## config.mk

```make
export PLATFORM = sky130hd
export DESIGN_NAME = alu_seq
export DESIGN_NICKNAME = d
export VERILOG_FILES = /design/src/rtl/alu_seq.sv
export SDC_FILE = /design/constraint.sdc
export NUM_CORES = 1
export LEC_CHECK = 0
export CORE_UTILIZATION = 50
export DETAILED_ROUTE_END_ITERATION = 16
export MAX_ROUTING_LAYER = met4
export PLACE_DENSITY = 0.83
export RECOVER_POWER = 100
export SYNTH_ARGS = -nofsm -noshare
export SYNTH_HDL_FRONTEND = slang
export SYNTH_SLANG_ARGS = --single-unit
```

## constraint.sdc

```tcl
create_clock -name clk -period 8.3 [get_ports clk]
set_input_delay 1.245 -clock clk [delete_from_list [all_inputs] [get_ports clk]]
set_output_delay 1.245 -clock clk [all_outputs]
set_load 0.05 [all_outputs]
```

## src/rtl/alu_seq.sv

```systemverilog
// Sequenced command front end for the 16-bit ALU: valid/ready request in, registered
// response out, with multi-pass SUB/SLT/ROTR and a shift-add MUL built on ALU passes.
module alu_seq #(
  parameter int N = 16
) (
  input  logic         clk,
  input  logic         rst,
  input  logic         req_valid,
  output logic         req_ready,
  input  logic [3:0]   req_cmd,
  input  logic [N-1:0] req_a,
  input  logic [N-1:0] req_b,
  output logic         rsp_valid,
  input  logic         rsp_ready,
  output logic [N-1:0] rsp_data,
  output logic         rsp_zero,
  output logic         rsp_ofl,
  output logic         rsp_err,
  output logic [N-1:0] alu_a,
  output logic [N-1:0] alu_b,
  output logic         alu_cin,
  output logic         alu_inva,
  output logic         alu_invb,
  output logic         alu_sign,
  output logic [2:0]   alu_op,
  input  logic [N-1:0] alu_out,
  input  logic         alu_zero,
  input  logic         alu_ofl
);

  typedef enum logic [2:0] {S_IDLE, S_EXEC, S_EXEC2, S_MUL, S_RESP} state_t;

  typedef struct packed {
    logic [3:0]   cmd;
    logic [N-1:0] a;
    logic [N-1:0] b;
  } req_t;

  localparam logic [3:0] CMD_ADD  = 4'd4;
  localparam logic [3:0] CMD_SUB  = 4'd8;
  localparam logic [3:0] CMD_SLT  = 4'd9;
  localparam logic [3:0] CMD_ROTR = 4'd10;
  localparam logic [3:0] CMD_MUL  = 4'd11;

  state_t       state, state_d;
  req_t         req_q;
  logic [N-1:0] shamt_q;
  logic [N-1:0] acc_q, mcand_q, mplier_q;
  logic [3:0]   cnt_q;
  logic         mofl_q;

  logic [N-1:0] exec_data;
  logic         exec_ofl;
  logic [N-1:0] acc_n;
  logic         mofl_n;

  // Zero flag comes from the ALU-independent result register.
  logic unused;
  assign unused = alu_zero;

  // Next state, handshake and ALU drive.
  always_comb begin
    state_d   = state;
    req_ready = 1'b0;
    rsp_valid = 1'b0;
    alu_a     = '0;
    alu_b     = '0;
    alu_cin   = 1'b0;
    alu_inva  = 1'b0;
    alu_invb  = 1'b0;
    alu_sign  = 1'b0;
    alu_op    = 3'b000;
    case (state)
      S_IDLE: begin
        req_ready = 1'b1;
        if (req_valid) begin
          if (req_cmd <= CMD_ROTR)    state_d = S_EXEC;
          else if (req_cmd == CMD_MUL) state_d = S_MUL;
          else                         state_d = S_RESP;
        end
      end
      S_EXEC: begin
        alu_sign = 1'b1;
        if (req_q.cmd[3] == 1'b0) begin
          alu_a  = req_q.a;
          alu_b  = req_q.b;
          alu_op = req_q.cmd[2:0];
        end else begin
          // SUB/SLT compute A-B; ROTR computes 0-B as the left-rotate count.
          alu_a    = (req_q.cmd == CMD_ROTR) ? '0 : req_q.a;
          alu_b    = req_q.b;
          alu_invb = 1'b1;
          alu_cin  = 1'b1;
          alu_op   = 3'b100;
        end
        state_d = (req_q.cmd == CMD_ROTR) ? S_EXEC2 : S_RESP;
      end
      S_EXEC2: begin
        alu_a    = req_q.a;
        alu_b    = shamt_q;
        alu_sign = 1'b1;
        alu_op   = 3'b000;
        state_d  = S_RESP;
      end
      S_MUL: begin
        alu_a   = acc_q;
        alu_b   = mcand_q;
        alu_op  = 3'b100;
        if (cnt_q == 4'd15) state_d = S_RESP;
      end
      S_RESP: begin
        rsp_valid = 1'b1;
        if (rsp_ready) state_d = S_IDLE;
      end
      default: state_d = S_IDLE;
    endcase
  end

  // Result shaping for the single-pass group (cmds 0-9).
  always_comb begin
    exec_data = alu_out;
    exec_ofl  = 1'b0;
    case (req_q.cmd)
      CMD_ADD, CMD_SUB: exec_ofl = alu_ofl;
      CMD_SLT:          exec_data = {{(N-1){1'b0}}, alu_out[N-1] ^ alu_ofl};
      default:          ;
    endcase
  end

  always_comb begin
    acc_n  = acc_q;
    mofl_n = mofl_q;
    if (mplier_q[0]) begin
      acc_n  = alu_out;
      mofl_n = mofl_q | alu_ofl;
    end
  end

  always_ff @(posedge clk or posedge rst) begin
    if (rst) state <= S_IDLE;
    else     state <= state_d;
  end

  always_ff @(posedge clk or posedge rst) begin
    if (rst) begin
      req_q    <= '0;
      shamt_q  <= '0;
      acc_q    <= '0;
      mcand_q  <= '0;
      mplier_q <= '0;
      cnt_q    <= '0;
      mofl_q   <= 1'b0;
      rsp_data <= '0;
      rsp_ofl  <= 1'b0;
      rsp_err  <= 1'b0;
    end else begin
      case (state)
        S_IDLE: if (req_valid) begin
          req_q    <= '{cmd: req_cmd, a: req_a, b: req_b};
          acc_q    <= '0;
          mcand_q  <= req_a;
          mplier_q <= req_b;
          cnt_q    <= '0;
          mofl_q   <= 1'b0;
          rsp_data <= '0;
          rsp_ofl  <= 1'b0;
          rsp_err  <= (req_cmd > CMD_MUL);
        end
        S_EXEC: begin
          if (req_q.cmd == CMD_ROTR) begin
            shamt_q <= alu_out;
          end else begin
            rsp_data <= exec_data;
            rsp_ofl  <= exec_ofl;
          end
        end
        S_EXEC2: begin
          rsp_data <= alu_out;
          rsp_ofl  <= 1'b0;
        end
        S_MUL: begin
          acc_q    <= acc_n;
          mofl_q   <= mofl_n;
          mcand_q  <= mcand_q << 1;
          mplier_q <= mplier_q >> 1;
          cnt_q    <= cnt_q + 4'd1;
          if (cnt_q == 4'd15) begin
            rsp_data <= acc_n;
            rsp_ofl  <= mofl_n;
          end
        end
        default: ;
      endcase
    end
  end

  assign rsp_zero = rsp_valid && (rsp_data == '0);

endmodule

```

### Yosys cells after proc, flatten, opt, wreduce, memory -nomap -nowiden

Index checks and enable logic that the tools add are counted.

* flip-flop bits (word level): 126
* output and inout bits: 60
* logic and storage cells: 82

* add/sub/neg operators: 1
* $lt $le $gt $ge: 2
* equal/unequal tests: 14
* multiplexer cells: 38
* bitwise logic cells: 2
* reduce and logical (&&, ||, !) cells: 12

Operator list (count)
* $mux W16: 9
* $pmux W16 S2: 3
* $pmux W16 S3: 2
* $pmux W16 S4: 1
* $mux W3: 7
* $eq A4 B4 Y1 const B: 5
* $logic_not A16 Y1: 1
* $pmux W3 S5: 1
* $mux W1: 10
* $ne A2 B2 Y1 const B: 4
* $pmux W4 S2: 1
* $eq A3 B2 Y1 const B: 2
* $pmux W3 S2: 1
* $reduce_and A2 Y1: 3
* $add A4 B1 Y4 const B: 1
* $eq A4 B3 Y1 const B: 1
* $gt A4 B4 Y1 const B: 1
* $le A4 B4 Y1 const B: 1
* $mux W4: 1
* $pmux W1 S4: 1
* $reduce_and A4 Y1: 1
* $reduce_bool A4 Y1: 1
* $reduce_or A2 Y1: 2
* $eq A3 B1 Y1 const B: 1
* 8 further kinds: 8

### Logic depth before layout (Yosys ltp)

Gate-level depths: netlist of run 1.

* depth after elaboration: 5
* gate-level depth with buffers: 7
* depth with buffers taken out: 5

### Worst setup path after synthesis of run 1

Ideal clock, no wire load.

* kind: flip-flop to output port
* from: register state[0]
* to: output port rsp_zero
* arrival: 2779 ps
* path slack: 4276 ps
* stages on the path, launching flop included: 6
* path buffers: 2
* cell sequence: dfrtp_1 > buf_4 > buf_2 > nor3_1 > nand3_1 > nor2_1

* cells in the longest elaborated chain, start to end: 3

Ends and longest elaborated chain
* start: declaration: line 45 `state_t state, state_d;`
* start signal: assignment: line 141 `else state <= state_d;`
* $eq A3 B3 Y1: line 73 `case (state)`
* $mux W1: line 73
* via rsp_valid: line 13 `output logic rsp_valid,`
* $logic_and A1 B1 Y1: line 197 `assign rsp_zero = rsp_valid && (rsp_data == '0);`
* end: declaration: line 16 `output logic rsp_zero,`

The timed path passes the listed nets, and every way through them passes these cells.

### Worst setup path in the final report of run 1

* from: register state[0]
* to: output port alu_a[0]

* cells in the longest elaborated chain, start to end: 2
* elaborated cells between the ends (all ways): 4
* classes of those cells: 3 x eq/ne; 1 x mux

Ends and longest elaborated chain
* $eq A3 B2 Y1 / $eq A3 B1 Y1 (equally long branches): line 73
* $pmux W16 S3 *: line 73
* end: declaration: line 19 `output logic [N-1:0] alu_a,`

Every way passes the cells marked *; elsewhere a longest branch is shown, timed or not.

==> results of run 1 <==
[metal layers]
layer | up-vias | GRT usage | wire length, µm
li1 | 2293 | - | -
met1 | 2511 | 0.3524 | 6909
met2 | 260 | 0.4551 | 8094
met3 | 30 | 0.06803 | 1313
met4 | 0 | 0.1013 | 280
met5 | - | - | 0
[area by class of cell]
cell class | instances | area (µm²)
Antenna cell | 1 | 2.502
Clock buffer | 19 | 452.9
Clock inverter | 12 | 136.4
Fill cell | 910 | 4178
Inverter | 3 | 12.51
Multi-Input combinational cell | 436 | 2661
Sequential cell | 126 | 3153
Tap cell | 147 | 183.9
Timing Repair Buffer | 121 | 1181
[worst max-delay path by stage]
stage,start,cells past startpoint,endpoint
floorplan,rst,1,acc_q[0]
global placement,state[1],4,alu_a[0]
detailed placement,state[1],4,alu_a[0]
CTS,state[1],4,alu_a[0]
global route,req_valid,6,cnt_q[2]
finish,state[0],6,alu_a[0]
[power by group through the flow]
stage	logic, mW	registers (mW)	clock network [mW]
6_report	0.973	1.03	0.740
5_1_grt	1.04	1.06	0.769
2_1_floorplan	0.728	0.993	0
3_5_place_dp	0.990	1.03	0
4_1_cts	1.01	1.03	0.740
3_3_place_gp	0.966	1.02	0
[layout by cell type (no fill, tap or decap), drive strengths merged, types with 19 or more instances in the layout]
cell	count
clkbuf	23
nor2	55
dfrtp	126
nand3	19
a21oi	22
dlygate4sd3	61
mux2	33
clkdlybuf4s50	54
nand2	166
[critical path, delay by kind of cell (launching register included)]
family,cells,cell delay [ns]
AOI/OAI and AO/OA,2,0.43
DFF,1,0.71
buffers and inverters,2,1.67
and+or+nand+nor,2,1.24
[cell families (layout without fill, tap and decap cells)]
kind of cell	after synthesis	in the layout	synth area share
fa+ha+maj	1	1	0.002045
mux	49	49	0.08691
simple gates	263	263	0.1881
flops	126	126	0.5153
compound gates	119	119	0.1601
buf+inv	46	155	0.04253
xor+xnor	3	3	0.004295
other cells	1	2	0.0006129
[metrics by stage]
stage	utilization	cell area, µm²
2_1_floorplan	-	6118
5_1_grt	0.6507	7784
6_report	0.6507	7784
3_3_place_gp	0.6063	7252
4_1_cts	0.6555	7841
3_5_place_dp	0.6063	7252
[flip-flops by register name, indices dropped and copies added, names as in the netlist]
name	cells
rsp_data	16
acc_q	16
rsp_ofl	1
mofl_q	1
shamt_q	16
state	3
rsp_err	1
cnt_q	4
mplier_q	16
mcand_q	16
req_q	36
==> flow_summary.yaml, run 1 <==
status:
  status: "complete, but fails checks"
  violations: "max-capacitance violations, max-slew violations"
logic_synthesis:
  ys_seq_area_frac: 0.5153
  syn_inst: 608
  async_reset_ff_frac: 1.000
  yosysUniqueCellTypes: 57
  synthTopCellsByArea: "dfrtp_1 52%, nand2_1 10%, mux2_2 4.2%"
  synth_edf_count: 0
  syn_area_um2: 6118
  synth.avg_cell_area_um2: 10.06
  synth_seq_cells: 126
  synth_nets: 667
  yosys_warnings: 0
  ys_top_cells_by_count: "165 x nand2_1, 126 x dfrtp_1, 53 x nor2_1"
  synth.top_cell.area_share: 0.5153
  ys.flop_type: "dfrtp_1"
  synth_top_cell_by_area: "dfrtp_1"
  post-synth-top-count-cell: "nand2_1"
job:
  cap_violations: 5
power:
  ir_worst_vdd_mv: 0.1855
  power.total_mw: 2.746
  power_density_nw_per_um2: 352.8
  p_sw_frac: 0.3984
  power_frac_seq: 0.376
  clkPwrFrac: 0.270
  power_switching_mw: 1.094
  leakage_nw: 3.817
  internal_power_mw: 1.652
  power_frac_comb: 0.354
final_layout:
  area_growth_syn_to_layout_pct: 27.22
  fin_cells: 865
  fin_nets: 764
  final_layout_size_suffix_gt1_frac: 0.1172
sta:
  fmax_mhz: 175.1
  period_needed_ns: 5.711
  holdWs_ns: 0.4774
  worst_pin_slew_ns: 2.889
  setup_tns_ns: 0
  maxSlewHeadroom: -0.9463
  finalClockSkew_ns: 0.009288
  fin_ws_ns: 2.589
  finalMaxSlewViolations: 170
  setup_viol: 0
  final_hold_viol_count: 0
  rsz0062_at_grt: "no"
  min_period_over_period: 0.6881
place:
  post-dp-hpwl_mm: 10.78
  gp_congestion: 0.8490
  dp_worst_setup_slack_ns: 3.689
  port_buffers: 115
  dp_cells: 833
worst_setup_path:
  ff2ff_setup_slack_ns: 3.12
  worstPathCellList: "clkbuf_1, nor2b_1, a21oi_1, nor2_1, a22o_1, dlygate4sd3_1"
  worst-path-max-fanout: 18
  r2r-start: "state[1]"
  cpMaxStageDelayCell: "nor2_1"
  cp.arrival_ns: 4.47
  reg2reg_to: "cnt_q[2]"
  max_stage_delay_ns: 0.95
  worstSetupStartpointType: "flop"
  path_class: "reg2out"
  cp.required_ns: 7.05
  critPathCaptureType: "primary output"
  ff2ff_path_depth: 5
global_routing:
  grt_pass1_wl_mm: 26.80
  antenna_found_initial: 1
  grt_remaining_overflow: 0
  grt_pass1_vias: 5223
  grt_usage: 0.2841
  grt_max_degree: 80
detailed_routing:
  vias_per_cell: 5.889
  ant_nets: 0
  drt-total-wl_mm: 16.60
  drc: 0
  wl_per_cell_um: 19.19
  drt_iter0_markers: 403
  vias: 5094
  drtPass1Iterations: 5
die:
  die_h_um: 112.6
  rows: 40
  core_area_um2: 11960
  io_pins: 118
  die_area_um2: 12680
  fp.dieW_um: 112.6
  initial_core_util: 0.5115
clock_network:
  clkLatencyLatePin_ns: 0.41
  clk_pin_slew_worst_paths_ns: 0.06
  cts_buffers: 17
  clk_path_buf_depth: 2
  root_buffer: "clkbuf_16"
  htree_num_levels: 4
  clock-sinks: 126
  cts_tree: "yes"
  cts-hold-fix-buffers: 0
  cts_setup_buffers: 0
  postCtsResizedCells: 0
worst_hold_path:
  hold_path_end: "req_q[9]"
  min_from: "req_q[9]"
  hp-class: "reg2reg"
  hold_depth: 2
No activity file was read; power rests on OpenSTA's default activity.
==> run 2, diff against run 1 <==
==> constraint.sdc (replaced) <==
create_clock -name clk -period 5.42 [get_ports clk]
set_input_delay 0.813 -clock clk [delete_from_list [all_inputs] [get_ports clk]]
set_output_delay 0.813 -clock clk [all_outputs]
set_load 0.05 [all_outputs]
==> flow_summary.yaml, run 2 (same netlist as run 1, synthesis figures left out) <==
place:
  post-dp-hpwl_mm: 10.98
  gp_congestion: 0.8344
  port_buffers: 115
  dp_worst_setup_slack_ns: 1.421
  dp_cells: 834
detailed_routing:
  vias_per_cell: 5.969
  drtPass1Iterations: 5
  vias: 5163
  wl_per_cell_um: 19.15
  drt_iter0_markers: 504
  drt-total-wl_mm: 16.56
  drc: 0
  ant_nets: 0
worst_setup_path:
  cp.required_ns: 4.61
  worstPathCellList: "nor2b_2, a21oi_1, nor2_1, a22o_1, dlygate4sd3_1"
  worst-path-max-fanout: 30
  path_class: "reg2out"
  max_stage_delay_ns: 1.06
  worstSetupStartpointType: "flop"
  cpMaxStageDelayCell: "dfrtp_1"
  cp.arrival_ns: 4.13
  critPathCaptureType: "primary output"
global_routing:
  grt_remaining_overflow: 0
  antenna_found_initial: 0
  grt_max_degree: 89
  grt_pass1_vias: 5200
  grt_usage: 0.2867
  grt_pass1_wl_mm: 26.99
status:
  violations: "max-capacitance violations, max-slew violations"
  status: "complete, but fails checks"
clock_network:
  clk_pin_slew_worst_paths_ns: 0.06
  cts-hold-fix-buffers: 0
  cts_tree: "yes"
  postCtsResizedCells: 0
  root_buffer: "clkbuf_16"
  clk_path_buf_depth: 2
  clock-sinks: 126
  cts_buffers: 17
  cts_setup_buffers: 0
  clkLatencyLatePin_ns: 0.42
  htree_num_levels: 4
die:
  die_area_um2: 12680
  initial_core_util: 0.5115
  fp.dieW_um: 112.6
  io_pins: 118
  die_h_um: 112.6
  rows: 40
  core_area_um2: 11960
power:
  leakage_nw: 3.790
  ir_worst_vdd_mv: 0.2419
  power_density_nw_per_um2: 538.5
final_layout:
  fin_nets: 765
  largest_reg_flops: 36
  max_flop_register: "req_q"
  antenna_cells: 0
  layout_commonest_cell: "nand2_1"
  utilization: 0.6483
  fin_cells: 865
  mostFrequentLayoutCells: "166 x nand2_1, 126 x dfrtp_1, 59 x dlygate4sd3_1, 56 x clkdlybuf4s50_1, 54 x nor2_1"
  area_growth_syn_to_layout_pct: 26.75
  final_layout_size_suffix_gt1_frac: 0.1128
sta:
  fmax_mhz: 202.4
  setup_viol: 0
  finalClockSkew_ns: 0.008905
  final_hold_viol_count: 0
  finalMaxSlewViolations: 198
  worst_pin_slew_ns: 3.235
  period_needed_ns: 4.941
  maxSlewHeadroom: -1.159
  min_period_over_period: 0.9116
  rsz0062_at_grt: "no"
  holdWs_ns: 0.4744
  fin_ws_ns: 0.4792
  setup_tns_ns: 0
job:
  cap_violations: 3
worst_hold_path:
  hp-class: "reg2reg"
==> run 2: power by group <==
group	internal (mW)	total (mW)	switching (mW)
clock network	0.682	1.09	0.411
logic	0.559	1.50	0.941
registers	1.28	1.58	0.304
==> run 2: cell type report <==
cell class | instances | area (µm²)
Timing Repair Buffer | 122 | 1196
Sequential cell | 126 | 3153
Clock inverter | 11 | 118.9
Inverter | 3 | 11.26
Multi-Input combinational cell | 436 | 2645
Clock buffer | 20 | 446.7
Tap cell | 147 | 183.9
Fill cell | 891 | 4207
==> run 2: per-layer routing <==
| metal | track usage | share of wire |
|---|---|---|
| met5 | - | 0 |
| met4 | 0.09244 | 0.015 |
| met3 | 0.07343 | 0.092 |
| met2 | 0.4424 | 0.47 |
| met1 | 0.3710 | 0.42 |
==> run 2: critical path, delay by kind of cell (launching register included) <==
| family | cells | cell delay (ns) |
|---|---|---|
| DFF | 1 | 1.06 |
| AOI/OAI and AO/OA | 2 | 0.34 |
| buffers and inverters | 1 | 0.88 |
| and+or+nand+nor | 2 | 1.41 |
==> run 2: path summary, 6_finish.rpt <==
path / start / to / slack [ns] / cells after the start
worst max register to register: state[1] / mcand_q[1] / 1.58 / 5
max in group asynchronous: rst / req_q[29] / 1.51 / 3
worst min register to register: req_q[6] / req_q[6] / 0.47 / 2
worst min-delay path: req_q[6] / req_q[6] / 0.47 / 2
min in group asynchronous: rst / mcand_q[10] / 2.03 / 2
worst max-delay path: state[1] / alu_a[14] / 0.48 / 5
==> run 2: metrics by stage <==
step                      power (mW)  cell area, µm²
after detailed placement       3.107            7259
after floorplan                2.636            6118
after global routing           4.372            7755
after CTS                      4.213            7825
final                          4.176            7755
after global placement         3.043            7259
==> RTL change: new RTL, flow settings as in run 1 <==
Change the parameter `N` from 16 to 15.
--- a/src/rtl/alu_seq.sv
+++ b/src/rtl/alu_seq.sv
@@ -2,5 +2,5 @@
 // response out, with multi-pass SUB/SLT/ROTR and a shift-add MUL built on ALU passes.
 module alu_seq #(
-  parameter int N = 16
+  parameter int N = 15
 ) (
   input  logic         clk,
Ports: changed (6 resized); port bits go from 118 to 112. No check against the original RTL was run, so the function may have changed too.
==> RTL change against run 1 <==
- the flow still finishes with violations (capacitance limit, slew limit)
- area after synthesis shrank 8.0%
- sequential share of layout area grew 0.54 points
- setup slack lost 320 ps
- sequential cell count shrank 7
- hold slack lost 1.7 ps
- combinational power shrank 3.9%
- critical path type is now input port to asynchronous set/reset pin
- cell area shrank 6.8%
- wire length shrank 3.3%
- largest power group unchanged
- total power shrank 4.5%
- critical path depth shrank 3
- sequential power shrank 5%
==> RTL change: results (changes against run 1) <==
Placed design
  – Pre-CTS setup slack: 3320 ps (-371 ps)
  – Final estimated routing congestion in global placement: 0.861 (+1.4%)
  – Hpwl dp: 10,500 um (-2.3%)

GRT
  – Grt met1 use: 38.1% (+2.9 points)
  – GR Util met2: 46.7% (+1.2 points)
  – Initial antenna violation count: 0 (-1)
  – GRT Resource Usage Total: 30.6% (+2.2 points)
  – Vias in the first global route: 5,058 (-3.2%)

Synthesis
  – Post-synthesis mux area share: 9.53% (+0.84 points)
  – Mapped Nets: 633 (-5.1%)
  – Leading post-synthesis cells by cell area: dfrtp_1 53%, nand2_1 11%, mux2_2 4.2%
  – Synth Area in XOR/XNOR: 0.467% (+0.037 points)
  – Count of different cell masters after synthesis: 49 (-14%)
  – Cells after Synth: 577 (-5.1%)
  – Synth Area in Compound Gates: 14.2% (-1.8 points)

Setup path
  – Max incr delay on CP: 2760 ps (+1810 ps)
  – Critical path endpoint: mplier_q[2]
  – Slowest cell on the critical path: clkbuf_1
  – Worst reg2reg path startpoint: state[2]
  – Cells on worst reg2reg path: 6 (+1)
  – CP Max Fanout: 73 (+55)

Flow run
  – Max_cap viols: 5 (unchanged)

Final layout
  – Largest register FFs: 34 (-5.6%)
  – Post-Layout Cell Count: 824 (-4.7%)
  – Fraction of layout cells with a size suffix above 1: 8.63% (-3.1 points)

Status
  – Failing checks: capacitance limit, slew limit
  – Outcome: finished with violations

Routing
  – 1st-iter DRT viols: 441 (+9.4%)
  – Pre-Repair DR Iteration Count: 6 (+1)
  – Via count: 4,908 (-3.7%)
  – Met2 wire len: 7600 um (-6.1%)

STA
  – Period utilisation layout: 72.7% (+3.9 points)
  – Slew Limit Fails: 224 (+32%)
  – Worst clock skew: 8.76 ps (-0.531 ps)

Clock tree
  – Worst-skew pair later-pin latency: 530 ps (+120 ps)

Power
  – NetSw: 1.05 mW (-3.8%)
  – Peak VDD IR: 0.213 mV (+15%)
  – Leak Pwr: 3.60 nW (-5.8%)

Worst hold path
  – Hold Crit Start: mplier_q[5]
## RTL change: cell count changes after synthesis, moves of 8 or more
cell and change:
clkbuf_1 +23, buf_2 -16, a21oi_2 -10, mux2_1 -10
mux2_4 +10, o2bb2ai_1 +9, o2bb2ai_2 -9, buf_4 -8
## RTL change: final cells by class
class                   count  area [um2]  area share, %
clock inverters            12         128           1.76
inverters                   3        12.5          0.172
well taps                 140         175           2.41
repair buffers            117        1140           15.7
flip-flops and latches    119        2980           41.0
clock buffers              20         445           6.14
multi-input cells         413        2380           32.8
## RTL change: worst max-delay path: cells and delay by family
kind | cells | cell delay (ps)
buf+inv | 3 | 4470
## RTL change: power groups by stage
stage / registers, mW / logic [mW] / clock network (mW)
final: 0.979 / 0.935 / 0.709
after global routing: 1.00 / 1.01 / 0.734
after CTS: 0.976 / 0.985 / 0.708
after detailed placement: 0.980 / 0.970 / 0
after global placement: 0.966 / 0.947 / 0
after floorplan: 0.948 / 0.675 / 0
